**src/rtl/pipe_pkg.sv**
```systemverilog
// Shared definitions for the pipeline hazard/issue controller:
// forwarding select encodings, FSM state encoding and the per-operand
// forwarding priority function.
package pipe_pkg;

  // Operand source select for the EX-stage ALU input muxes
  localparam logic [1:0] FWD_RF  = 2'b00;  // register file read data
  localparam logic [1:0] FWD_EXE = 2'b01;  // ALU result of the EX instruction
  localparam logic [1:0] FWD_MEM = 2'b10;  // ALU result of the MEM instruction
  localparam logic [1:0] FWD_MLD = 2'b11;  // load data of the MEM instruction

  // Issue FSM states
  localparam logic [0:0] ST_IDLE = 1'b0;
  localparam logic [0:0] ST_BUSY = 1'b1;

  // Forward select for one source register. The youngest producer (EX)
  // wins over MEM. Register 0 is hard-wired to zero, so it never forwards.
  // An EX load cannot forward; that case is covered by the load-use stall.
  function automatic logic [1:0] fwd_sel(
    input logic [4:0] src,
    input logic       ewreg,
    input logic       em2reg,
    input logic [4:0] ern,
    input logic       mwreg,
    input logic       mm2reg,
    input logic [4:0] mrn
  );
    logic [1:0] sel;
    sel = FWD_RF;
    if (ewreg && !em2reg && (ern == src) && (ern != 5'd0)) begin
      sel = FWD_EXE;
    end else if (mwreg && !mm2reg && (mrn == src) && (mrn != 5'd0)) begin
      sel = FWD_MEM;
    end else if (mwreg && mm2reg && (mrn == src) && (mrn != 5'd0)) begin
      sel = FWD_MLD;
    end
    return sel;
  endfunction

endpackage

```
**src/rtl/pipe_hazard_ctrl.sv**
```systemverilog
// ID-stage hazard and issue controller: load-use stall detection, operand
// forwarding selects, multi-cycle multiply sequencing and a saturating
// stall-cycle counter for performance debug.
module pipe_hazard_ctrl
  import pipe_pkg::*;
#(
  parameter int MUL_CYCLES = 4  // EX cycles a multiply occupies, 1..16
) (
  input  logic        clock,
  input  logic        resetn,
  input  logic [4:0]  drs,
  input  logic [4:0]  drt,
  input  logic        duse_rs,
  input  logic        duse_rt,
  input  logic        dmul,
  input  logic        ewreg,
  input  logic        em2reg,
  input  logic [4:0]  ern,
  input  logic        mwreg,
  input  logic        mm2reg,
  input  logic [4:0]  mrn,
  output logic        wpcir,
  output logic        dbubble,
  output logic [1:0]  fwda,
  output logic [1:0]  fwdb,
  output logic        ebusy,
  output logic [15:0] stall_cnt
);

  // Counter reload: the issue cycle itself is the first multiply cycle,
  // so the FSM only has to cover the remaining MUL_CYCLES-1.
  localparam logic [3:0] CNT_LOAD  = 4'(MUL_CYCLES - 1);
  localparam logic       MUL_MULTI = (MUL_CYCLES > 1);

  logic [0:0] state;
  logic [3:0] cnt;
  logic       lu;
  logic       busy;
  logic       stall;

  // Load-use hazard, stall/bubble generation and busy indication
  always_comb begin
    lu = ewreg && em2reg && (ern != 5'd0) &&
         ((duse_rs && (ern == drs)) || (duse_rt && (ern == drt)));
    busy    = (state == ST_BUSY);
    stall   = busy || lu;
    wpcir   = !stall;
    dbubble = stall;
    ebusy   = busy;
  end

  // Operand forwarding selects; independent of stall state
  always_comb begin
    fwda = fwd_sel(drs, ewreg, em2reg, ern, mwreg, mm2reg, mrn);
    fwdb = fwd_sel(drt, ewreg, em2reg, ern, mwreg, mm2reg, mrn);
  end

  // Multiply issue FSM: hold issue while the multiply occupies EX
  always_ff @(posedge clock or negedge resetn) begin
    if (!resetn) begin
      state <= ST_IDLE;
      cnt   <= 4'd0;
    end else begin
      case (state)
        ST_IDLE: begin
          // A multiply stuck behind a load-use hazard waits in ID
          if (dmul && !lu && MUL_MULTI) begin
            state <= ST_BUSY;
            cnt   <= CNT_LOAD;
          end
        end
        ST_BUSY: begin
          // cnt==0 cannot occur here; treating it as terminal avoids wrap
          if (cnt <= 4'd1) begin
            state <= ST_IDLE;
            cnt   <= 4'd0;
          end else begin
            cnt <= cnt - 4'd1;
          end
        end
        default: begin
          state <= ST_IDLE;
          cnt   <= 4'd0;
        end
      endcase
    end
  end

  // Saturating count of cycles in which PC/IF-ID were held
  always_ff @(posedge clock or negedge resetn) begin
    if (!resetn) begin
      stall_cnt <= 16'd0;
    end else if (!wpcir && (stall_cnt != 16'hFFFF)) begin
      stall_cnt <= stall_cnt + 16'd1;
    end
  end

endmodule

```
**config.mk**
```make
export PLATFORM = sky130hd
export DESIGN_NAME = pipe_hazard_ctrl
export DESIGN_NICKNAME = d
export VERILOG_FILES = /design/src/rtl/pipe_pkg.sv /design/src/rtl/pipe_hazard_ctrl.sv
export SDC_FILE = /design/constraint.sdc
export NUM_CORES = 1
export LEC_CHECK = 0
export ABC_CLOCK_PERIOD_IN_PS = 2000
export CORE_MARGIN = 4
export CORE_UTILIZATION = 44
export CTS_CLUSTER_SIZE = 25
export DETAILED_ROUTE_END_ITERATION = 8
export PLACE_DENSITY = 0.91
export SLEW_MARGIN = 20
export SYNTH_ARGS = -nofsm -noshare
export SYNTH_HDL_FRONTEND = slang
export SYNTH_SLANG_ARGS = --single-unit
```
**constraint.sdc**
```tcl
create_clock -name clock -period 2 [get_ports clock]
set_input_delay 0.4 -clock clock [delete_from_list [all_inputs] [get_ports clock]]
set_output_delay 0.4 -clock clock [all_outputs]
set_load 0.01 [all_outputs]
```
==> impl_metrics.json, run 1 <==
{
  "cts_made_buffers": 3,
  "worstPathArrival_ps": 1770,
  "antenna_found_initial": 0,
  "synthArstFlopShare": 1.00,
  "syn_area_per_cell_sq_um": 9.49,
  "r2r_cells": 9,
  "drtIter0Drc": 67,
  "hold_path.class": "input pin to asynchronous set/reset pin",
  "gr-total-overflow": 0,
  "tns_ps": -508,
  "fin_nets": 267,
  "htreeDepth": 1,
  "clockRootBuffer": "clkbuf_4",
  "p_leak_uw": 0.00105,
  "ioPinCount": 52,
  "postRouteAntennaNets": 0,
  "cts.sinks": 21,
  "syn_nets": 179,
  "final_cell_mix": "buf_4 (29), clkdlybuf4s50_1 (25), dfrtp_1 (20), xnor2_1 (15), xor2_1 (13)",
  "drt-total-wl_um": 4340,
  "critPathKind": "input pin to output pin",
  "synth_edf_count": 0,
  "yosysWarnings": 0,
  "r2r_slack_ps": 40,
  "reg2reg_to": "stall_cnt[2]",
  "seqCellArea_sq_um": 527,
  "portBuffers": 51,
  "yosysUniqueCellTypes": 42,
  "synthCells": 147,
  "track_usage": 0.206,
  "fill_cells": 207,
  "startpoint_type": "input pin",
  "setup_viol": 7,
  "synth_area_sq_mm": 0.00140,
  "status": "finished, violations left",
  "p_per_area_mw_per_mm2": 869,
  "grt_pass1_wl_um": 6710,
  "min_period_ps": 2170,
  "grt_max_degree": 22,
  "routedWlPerCell_um": 15.6,
  "drcViolationCount": 0,
  "end_kind": "output pin",
  "power_uw": 2040,
  "layout.cells.non_filler": 278,
  "max_slew.worst_pin.slew_ps": 377,
  "die-area_sq_mm": 0.00414,
  "initial_utilization": 0.457,
  "die_y_um": 64.3,
  "placementRows": 20,
  "firstDrtPassIters": 4,
  "grt_pass1_vias": 1464,
  "ir_drop_v": 0.000320,
  "vias": 1440,
  "fin_ws_ps": -171,
  "cts_buffer_depth": 2,
  "max_stage_delay_ps": 290,
  "cap_violations": 0,
  "slew-limit-headroom": 0.748,
  "clk_latency_ps": 310,
  "synth_flop_cell": "dfrtp_1",
  "fp.dieW_um": 64.3,
  "hold_buffers": 0,
  "layout-drive-gt1-share": 0.376,
  "crit_required_ps": 1600,
  "timing.critical_path.cells": "dlygate4sd2_1 > xor2_1 > nor2_2 > nand3_2 > a211oi_4 > or2_4 > inv_2 > buf_6",
  "hold_viol": 0,
  "core_sq_mm": 0.00305,
  "tritoncts": "done",
  "holdWs_ps": 425,
  "crit_slowest_cell": "a211oi_4",
  "critPathMaxFanout": 3,
  "finalMaxSlewViolations": 0,
  "ys_ff_latch": 21,
  "area_growth_pct": 68.5,
  "violations": "negative setup slack",
  "final_util": 0.770,
  "clk_pin_slew_ps": 120,
  "globalplace.congestion": 0.797,
  "worst_path_dominant_cell_family": "simple AND/OR/NAND/NOR gates",
  "place_inst": 270,
  "fmax_ghz": 0.461,
  "dp_hpwl_um": 2920,
  "rr_startpoint": "stall_cnt[1]",
  "antenna_cells": 0,
  "crit_buf_inv": 3,
  "ys_seq_area_frac": 0.377,
  "rsz0062_at_grt": "true",
  "final.period_utilization": 1.09,
  "final_common_cell": "buf_4",
  "vias_per_cell": 5.18,
  "multi_input_area_sq_um": 965,
  "worst_clock_skew_ps": 1.53
}
through the flow:
stage	cell area (sq um)	setup WS, ps
detailed placement	2180	-938
finish	2350	-171
global route	2350	-237
global placement	2180	-893
floorplan	1410	13.7
CTS	2270	-118
final cells by class:
class / instances / area share
multi-input cells: 116 / 0.410
clock inverters: 1 / 0.00213
well taps: 44 / 0.0234
repair buffers: 85 / 0.318
flip-flops and latches: 21 / 0.224
clock buffers: 3 / 0.00958
inverters: 8 / 0.0128
state kept, by name (all words and copies together) (netlist names):
register and cells:
cnt 4, ebusy 1, stall_cnt 16
synthesized netlist by cell type, drive strengths merged (2+ instances only):
library cell | instances | share of area
ha | 3 | 0.027
nand4 | 3 | 0.013
xor2 | 15 | 0.094
and3 | 3 | 0.013
nor2 | 9 | 0.024
dfrtp | 21 | 0.38
o21ai | 5 | 0.029
nand2 | 14 | 0.038
a21o | 2 | 0.012
o22ai | 2 | 0.0090
or4 | 2 | 0.011
nand3 | 10 | 0.036
nor4 | 3 | 0.018
o21bai | 2 | 0.011
nand3b | 2 | 0.013
nor3 | 9 | 0.036
inv | 8 | 0.022
xnor2 | 16 | 0.10
routing by layer:
metal | track usage | share of wire | vias up
li1 | - | - | 687
met1 | 0.230 | 0.36 | 687
met2 | 0.396 | 0.57 | 56
met3 | 0.0193 | 0.046 | 10
met4 | 0.0765 | 0.026 | 0
met5 | 0 | 0 | -
worst max-delay path by stage:
| stage | startpoint | endpoint | slack, ps | cells past startpoint |
|---|---|---|---|---|
| 2_1_floorplan | ern[0] | stall_cnt[12] | 10 | 6 |
| 3_3_place_gp | ern[1] | wpcir | -890 | 7 |
| 3_5_place_dp | ern[1] | wpcir | -940 | 7 |
| 4_1_cts | ern[2] | wpcir | -120 | 7 |
| 5_1_grt | drt[1] | wpcir | -240 | 8 |
| 6_report | drt[1] | wpcir | -170 | 8 |
power breakdown:
| part | switching (uW) | total, uW | internal, uW |
|---|---|---|---|
| sequential | 158 | 706 | 547 |
| combinational | 494 | 1130 | 635 |
| clock | 134 | 209 | 74.7 |
| total | 787 | 2040 | 1260 |
cells by family (layout without fill, tap and decap cells):
kind of cell | Yosys count | in the layout | synth area share
xor gates and xnor gates | 31 | 31 | 0.195
DFF | 21 | 21 | 0.377
AOI/OAI and AO/OA | 20 | 20 | 0.122
and+or+nand+nor | 60 | 60 | 0.228
buffers and inverters | 10 | 97 | 0.0368
muxes | 2 | 2 | 0.0152
adders and majority gates | 3 | 3 | 0.0269
repair_timing:
item	4_1_cts	5_1_grt
setup buffers	4	2
setup endpoints to repair	27	21
gates cloned	0	0
resized for setup	95	18
pin swaps	25	8
No activity file was read; power rests on OpenSTA's default activity.
==> run 2: changes to the inputs <==
- CORE_UTILIZATION: 44 -> 62
- DONT_BUFFER_PORTS: not set -> 1
- PLACE_DENSITY: 0.91 -> 0.89
- SETUP_SLACK_MARGIN: not set -> 0.1
- SLEW_MARGIN: 20 -> 25
==> impl_metrics.json, run 2 (same netlist as run 1, synthesis figures left out) <==
{
  "layout-drive-gt1-share": 0.184,
  "die_y_um": 55.4,
  "postRouteAntennaNets": 0,
  "reg2reg_to": "cnt[3]",
  "largest_reg_flops": 16,
  "globalplace.congestion": 0.730,
  "fmax_ghz": 0.514,
  "grt_pass1_wl_um": 5150,
  "antenna_cells": 0,
  "rsz0062_at_grt": "true",
  "vias": 1140,
  "grt_pass1_vias": 1191,
  "crit_required_ps": 1600,
  "startpoint_type": "input pin",
  "cts.sinks": 21,
  "cts_buffer_depth": 2,
  "fp.dieW_um": 55.4,
  "clockRootBuffer": "clkbuf_4",
  "cts_made_buffers": 3,
  "regMostFlops": "stall_cnt",
  "max_slew.worst_pin.slew_ps": 695,
  "final.period_utilization": 0.972,
  "critPathKind": "input pin to output pin",
  "tritoncts": "done",
  "seqCellArea_sq_um": 526,
  "firstDrtPassIters": 4,
  "final_cell_mix": "dfrtp_1 (21), xnor2_1 (16), xor2_1 (15), nand2_1 (14)",
  "setup_viol": 0,
  "routedWlPerCell_um": 17.2,
  "fill_cells": 159,
  "worstPathArrival_ps": 1540,
  "final_common_cell": "dfrtp_1",
  "htreeDepth": 1,
  "timing.critical_path.cells": "or4_4 > o21ai_4 > a211oi_4 > or2_4 > inv_2",
  "placementRows": 16,
  "crit_slowest_cell": "or4_4",
  "initial_utilization": 0.683,
  "max_stage_delay_ps": 540,
  "busiest_layer": "met2",
  "die-area_sq_mm": 0.00307,
  "end_kind": "output pin",
  "area_growth_pct": 9.87,
  "portBuffers": 0,
  "rr_startpoint": "cnt[0]",
  "r2r_slack_ps": 180,
  "p_leak_uw": 0.000664,
  "final_util": 0.751,
  "r2r_cells": 6,
  "ir_drop_v": 0.000788,
  "dp_hpwl_um": 2660,
  "fin_ws_ps": 55.0,
  "slew-limit-headroom": 0.532,
  "dp_slack_ps": -124,
  "antenna_found_initial": 0,
  "cap_violations": 0,
  "tns_ps": 0,
  "multi_input_area_sq_um": 852,
  "fin_nets": 191,
  "finalMaxSlewViolations": 0,
  "hold_path.class": "input pin to asynchronous set/reset pin",
  "clk_latency_ps": 310,
  "hold_viol": 0,
  "worst_clock_skew_ps": 6.12,
  "min_period_ps": 1940,
  "grt_max_degree": 22,
  "grt_use_met1": 0.217,
  "vias_per_cell": 6.16,
  "ioPinCount": 52,
  "grt_util_met2": 0.378,
  "critPathMaxFanout": 4,
  "core_sq_mm": 0.00204,
  "p_per_area_mw_per_mm2": 1030,
  "drt-total-wl_um": 3190,
  "status": "completed",
  "clk_pin_slew_ps": 120,
  "track_usage": 0.207,
  "drcViolationCount": 0,
  "gr-total-overflow": 0,
  "drtIter0Drc": 32,
  "use_met3": 0.0699
}
==> run 2: cell types whose count changed in the layout (fill, tap and decap cells not counted), sizes merged <==
| cell | before | now |
|---|---|---|
| buf | 46 | 9 |
| clkinv | 1 | 0 |
| clkdlybuf4s50 | 25 | 0 |
| dlygate4sd2 | 6 | 0 |
| clkdlybuf4s15 | 8 | 0 |
| clkbuf | 3 | 4 |
==> run 2: how the worst max path moves through the flow <==
stage                     startpoint       endpoint  slack [ps]  cells past startpoint
after floorplan               ern[3]  stall_cnt[12]          30                      6
after global placement        ern[2]   stall_cnt[8]         -40                      7
after detailed placement      ern[2]   stall_cnt[7]        -120                      7
after CTS                     ern[0]          wpcir          60                      5
after global routing          ern[0]          wpcir          20                      5
final                         ern[0]          wpcir          60                      5
==> run 2: metrics by stage <==
| step | power, uW | hold slack (ps) | instance area (sq um) | std cells |
|---|---|---|---|---|
| 3_3_place_gp | 1320 | 105 | 1490 | 179 |
| 3_5_place_dp | 1370 | 105 | 1490 | 179 |
| 4_1_cts | 1580 | 450 | 1540 | 185 |
| 6_report | 1570 | 20.9 | 1530 | 185 |
| 2_1_floorplan | 1200 | 104 | 1430 | 147 |
| 5_1_grt | 1680 | 57.2 | 1530 | 185 |
==> run 2: layer usage <==
| layer | vias up | wire length (um) |
|---|---|---|
| li1 | 534 | - |
| met1 | 536 | 1150 |
| met2 | 61 | 1690 |
| met3 | 9 | 283 |
| met4 | 0 | 68 |
| met5 | - | 0 |
==> run 2: repair_timing <==
item / CTS / global route
hold endpoints to repair: 21 / 0
resized for setup: 0 / 2
buffers inserted: 1 / 0
endpoints found under the setup margin: 4 / 11
hold buffers: 1 / 0
pin swaps: 5 / 1
==> run 2: power breakdown <==
part	internal (uW)	switching, uW	leakage, uW
clock	78.0	129	0.0000150
sequential	544	174	0.000267
combinational	314	336	0.000381
==> run 2: critical path: cells and delay by family <==
| family | cells | cell delay [ps] |
|---|---|---|
| AO/OA/AOI/OAI | 2 | 270 |
| buffers and inverters | 1 | 80 |
| AND/OR/NAND/NOR | 2 | 810 |
==> run 2: final cells by class <==
class	instances	area share
Multi-Input combinational cell	116	0.556
Sequential cell	21	0.343
Timing Repair Buffer	9	0.0424
Tap cell	27	0.0220
Inverter	8	0.0196
Clock buffer	4	0.0171
==> run 3: changes to the inputs <==
- GPL_TIMING_DRIVEN: not set -> 0
==> impl_metrics.json, run 3 (same netlist as run 1, synthesis figures left out) <==
{
  "gr-total-overflow": 0,
  "final_common_cell": "dfrtp_1",
  "final_cell_mix": "dfrtp_1 (19), xnor2_1 (16), xor2_1 (15), nand2_1 (13), nand3_1 (9)",
  "crit_slowest_cell": "or4_4",
  "cap_violations": 0,
  "p_leak_uw": 0.000658,
  "track_usage": 0.204,
  "dr_wl_met3_um": 272,
  "layout-drive-gt1-share": 0.206,
  "worst_path_dominant_cell_family": "simple AND/OR/NAND/NOR gates",
  "worst_clock_skew_ps": 2.65,
  "r2r_cells": 6,
  "slew-limit-headroom": 0.539,
  "vias_per_cell": 5.99,
  "area_growth_pct": 11.6,
  "worstPathArrival_ps": 1540,
  "critPathKind": "input pin to output pin",
  "die-area_sq_mm": 0.00307,
  "clockRootBuffer": "clkbuf_4",
  "antenna_cells": 0,
  "tns_ps": 0,
  "placed_area_sq_mm": 0.00146,
  "power_uw": 1560,
  "r2r_slack_ps": 160,
  "crit_required_ps": 1600,
  "regMostFlops": "stall_cnt",
  "min_period_ps": 1940,
  "portBuffers": 0,
  "design_area_sq_mm": 0.00156,
  "hold_path.class": "input pin to asynchronous set/reset pin",
  "drcViolationCount": 0,
  "p_per_area_mw_per_mm2": 1000,
  "ir_drop_v": 0.000770,
  "antenna_found_initial": 0,
  "dp_hpwl_um": 2440,
  "htreeDepth": 1,
  "finalMaxSlewViolations": 0,
  "reg2reg_to": "cnt[3]",
  "die_y_um": 55.4,
  "cts_made_buffers": 3,
  "fin_nets": 188,
  "cts_buffer_depth": 2,
  "grt_max_degree": 22,
  "grt_pass1_wl_um": 5130,
  "top_layer": "met4",
  "final.period_utilization": 0.969,
  "seqCellArea_sq_um": 528,
  "status": "completed",
  "ioPinCount": 52,
  "worstSetupStartpoint": "ern[0]",
  "clk_pin_slew_ps": 110,
  "rr_startpoint": "cnt[0]",
  "timing.critical_path.cells": "or4_4 > o21ai_4 > a211oi_4 > or2_4 > inv_2",
  "max_slew.worst_pin.slew_ps": 685,
  "max_stage_delay_ps": 530,
  "postRouteAntennaNets": 0,
  "firstDrtPassIters": 4,
  "rsz0062_at_grt": "true",
  "clk_latency_ps": 300,
  "routedWlPerCell_um": 17.3,
  "cts.sinks": 21,
  "end_kind": "output pin",
  "core_sq_mm": 0.00204,
  "critical_path.endpoint": "wpcir",
  "globalplace.congestion": 0.766,
  "hold_viol": 0,
  "final_util": 0.762,
  "fp.dieW_um": 55.4,
  "met1_length_um": 1190,
  "crit_buf_inv": 1,
  "fmax_ghz": 0.516,
  "drt-total-wl_um": 3160,
  "largest_reg_flops": 16,
  "multi_input_area_sq_um": 890,
  "setup_viol": 0,
  "critPathMaxFanout": 4,
  "tritoncts": "done",
  "startpoint_type": "input pin",
  "vias": 1091,
  "cp.depth": 5,
  "drtIter0Drc": 32,
  "route.met2.wl_um": 1670,
  "fill_cells": 146,
  "grt_pass1_vias": 1149,
  "initial_utilization": 0.683,
  "placementRows": 16
}
-- run 3: cell count changes in the layout (fill, tap and decap cells not counted), moves of 2 or more --
cell,delta
dfrtp_2,+2
buf_4,-4
dfrtp_1,-2
nor4_1,-2
-- run 3: cell type report --
type                    count  area share
multi-input cells         116       0.572
inverters                   8      0.0193
well taps                  27      0.0217
flip-flops and latches     21       0.339
plain buffers               2      0.0137
clock buffers               4      0.0169
repair buffers              4      0.0177
-- run 3: report_power, final --
part           internal (uW)  total (uW)  switching, uW  leakage [uW]
Combinational            293         606            314      0.000378
Sequential               549         752            203      0.000265
Clock                   77.6         201            123     0.0000150
Total                    919        1560            640      0.000658
-- run 3: per-stage QoR --
stage                     instances  hold slack [ps]  worst slack, ps
after floorplan                 147              104             30.3
after global placement          174              105            -44.8
after detailed placement        174              105             -114
after CTS                       181              451             55.0
after global routing            182             56.0             33.8
final                           182             37.3             62.1
-- run 3: routing by layer --
layer  vias to the layer above  GRT usage
met5                         -          0
met4                         0     0.0660
met3                         4     0.0699
met2                        51      0.367
met1                       509      0.221
li1                        527          -
-- run 3: worst reg2reg max path, delay by kind of cell, from the launching register on --
| family | cells | cell delay, ps |
|---|---|---|
| fa+ha+maj | 1 | 190 |
| flops | 1 | 450 |
| compound gates | 3 | 970 |
| simple gates | 1 | 60 |
| buf+inv | 1 | 80 |
-- run 3: worst min path at each step --
stage	from	cells after the start	slack, ps	endpoint
3_3_place_gp	resetn	0	110	ebusy
4_1_cts	dmul	3	450	ebusy
3_5_place_dp	resetn	0	100	stall_cnt[13]
5_1_grt	resetn	1	60	stall_cnt[6]
6_report	resetn	1	40	stall_cnt[15]
2_1_floorplan	resetn	0	100	cnt[0]
-- run 3: repair_timing --
| item | CTS | global route |
|---|---|---|
| endpoints found under the setup margin | 18 | 18 |
| resized for setup | 6 | 3 |
| buffers inserted | 2 | 1 |
| endpoints found under the hold margin | 21 | 0 |
| pin swaps | 5 | 4 |
| hold buffers | 1 | 0 |
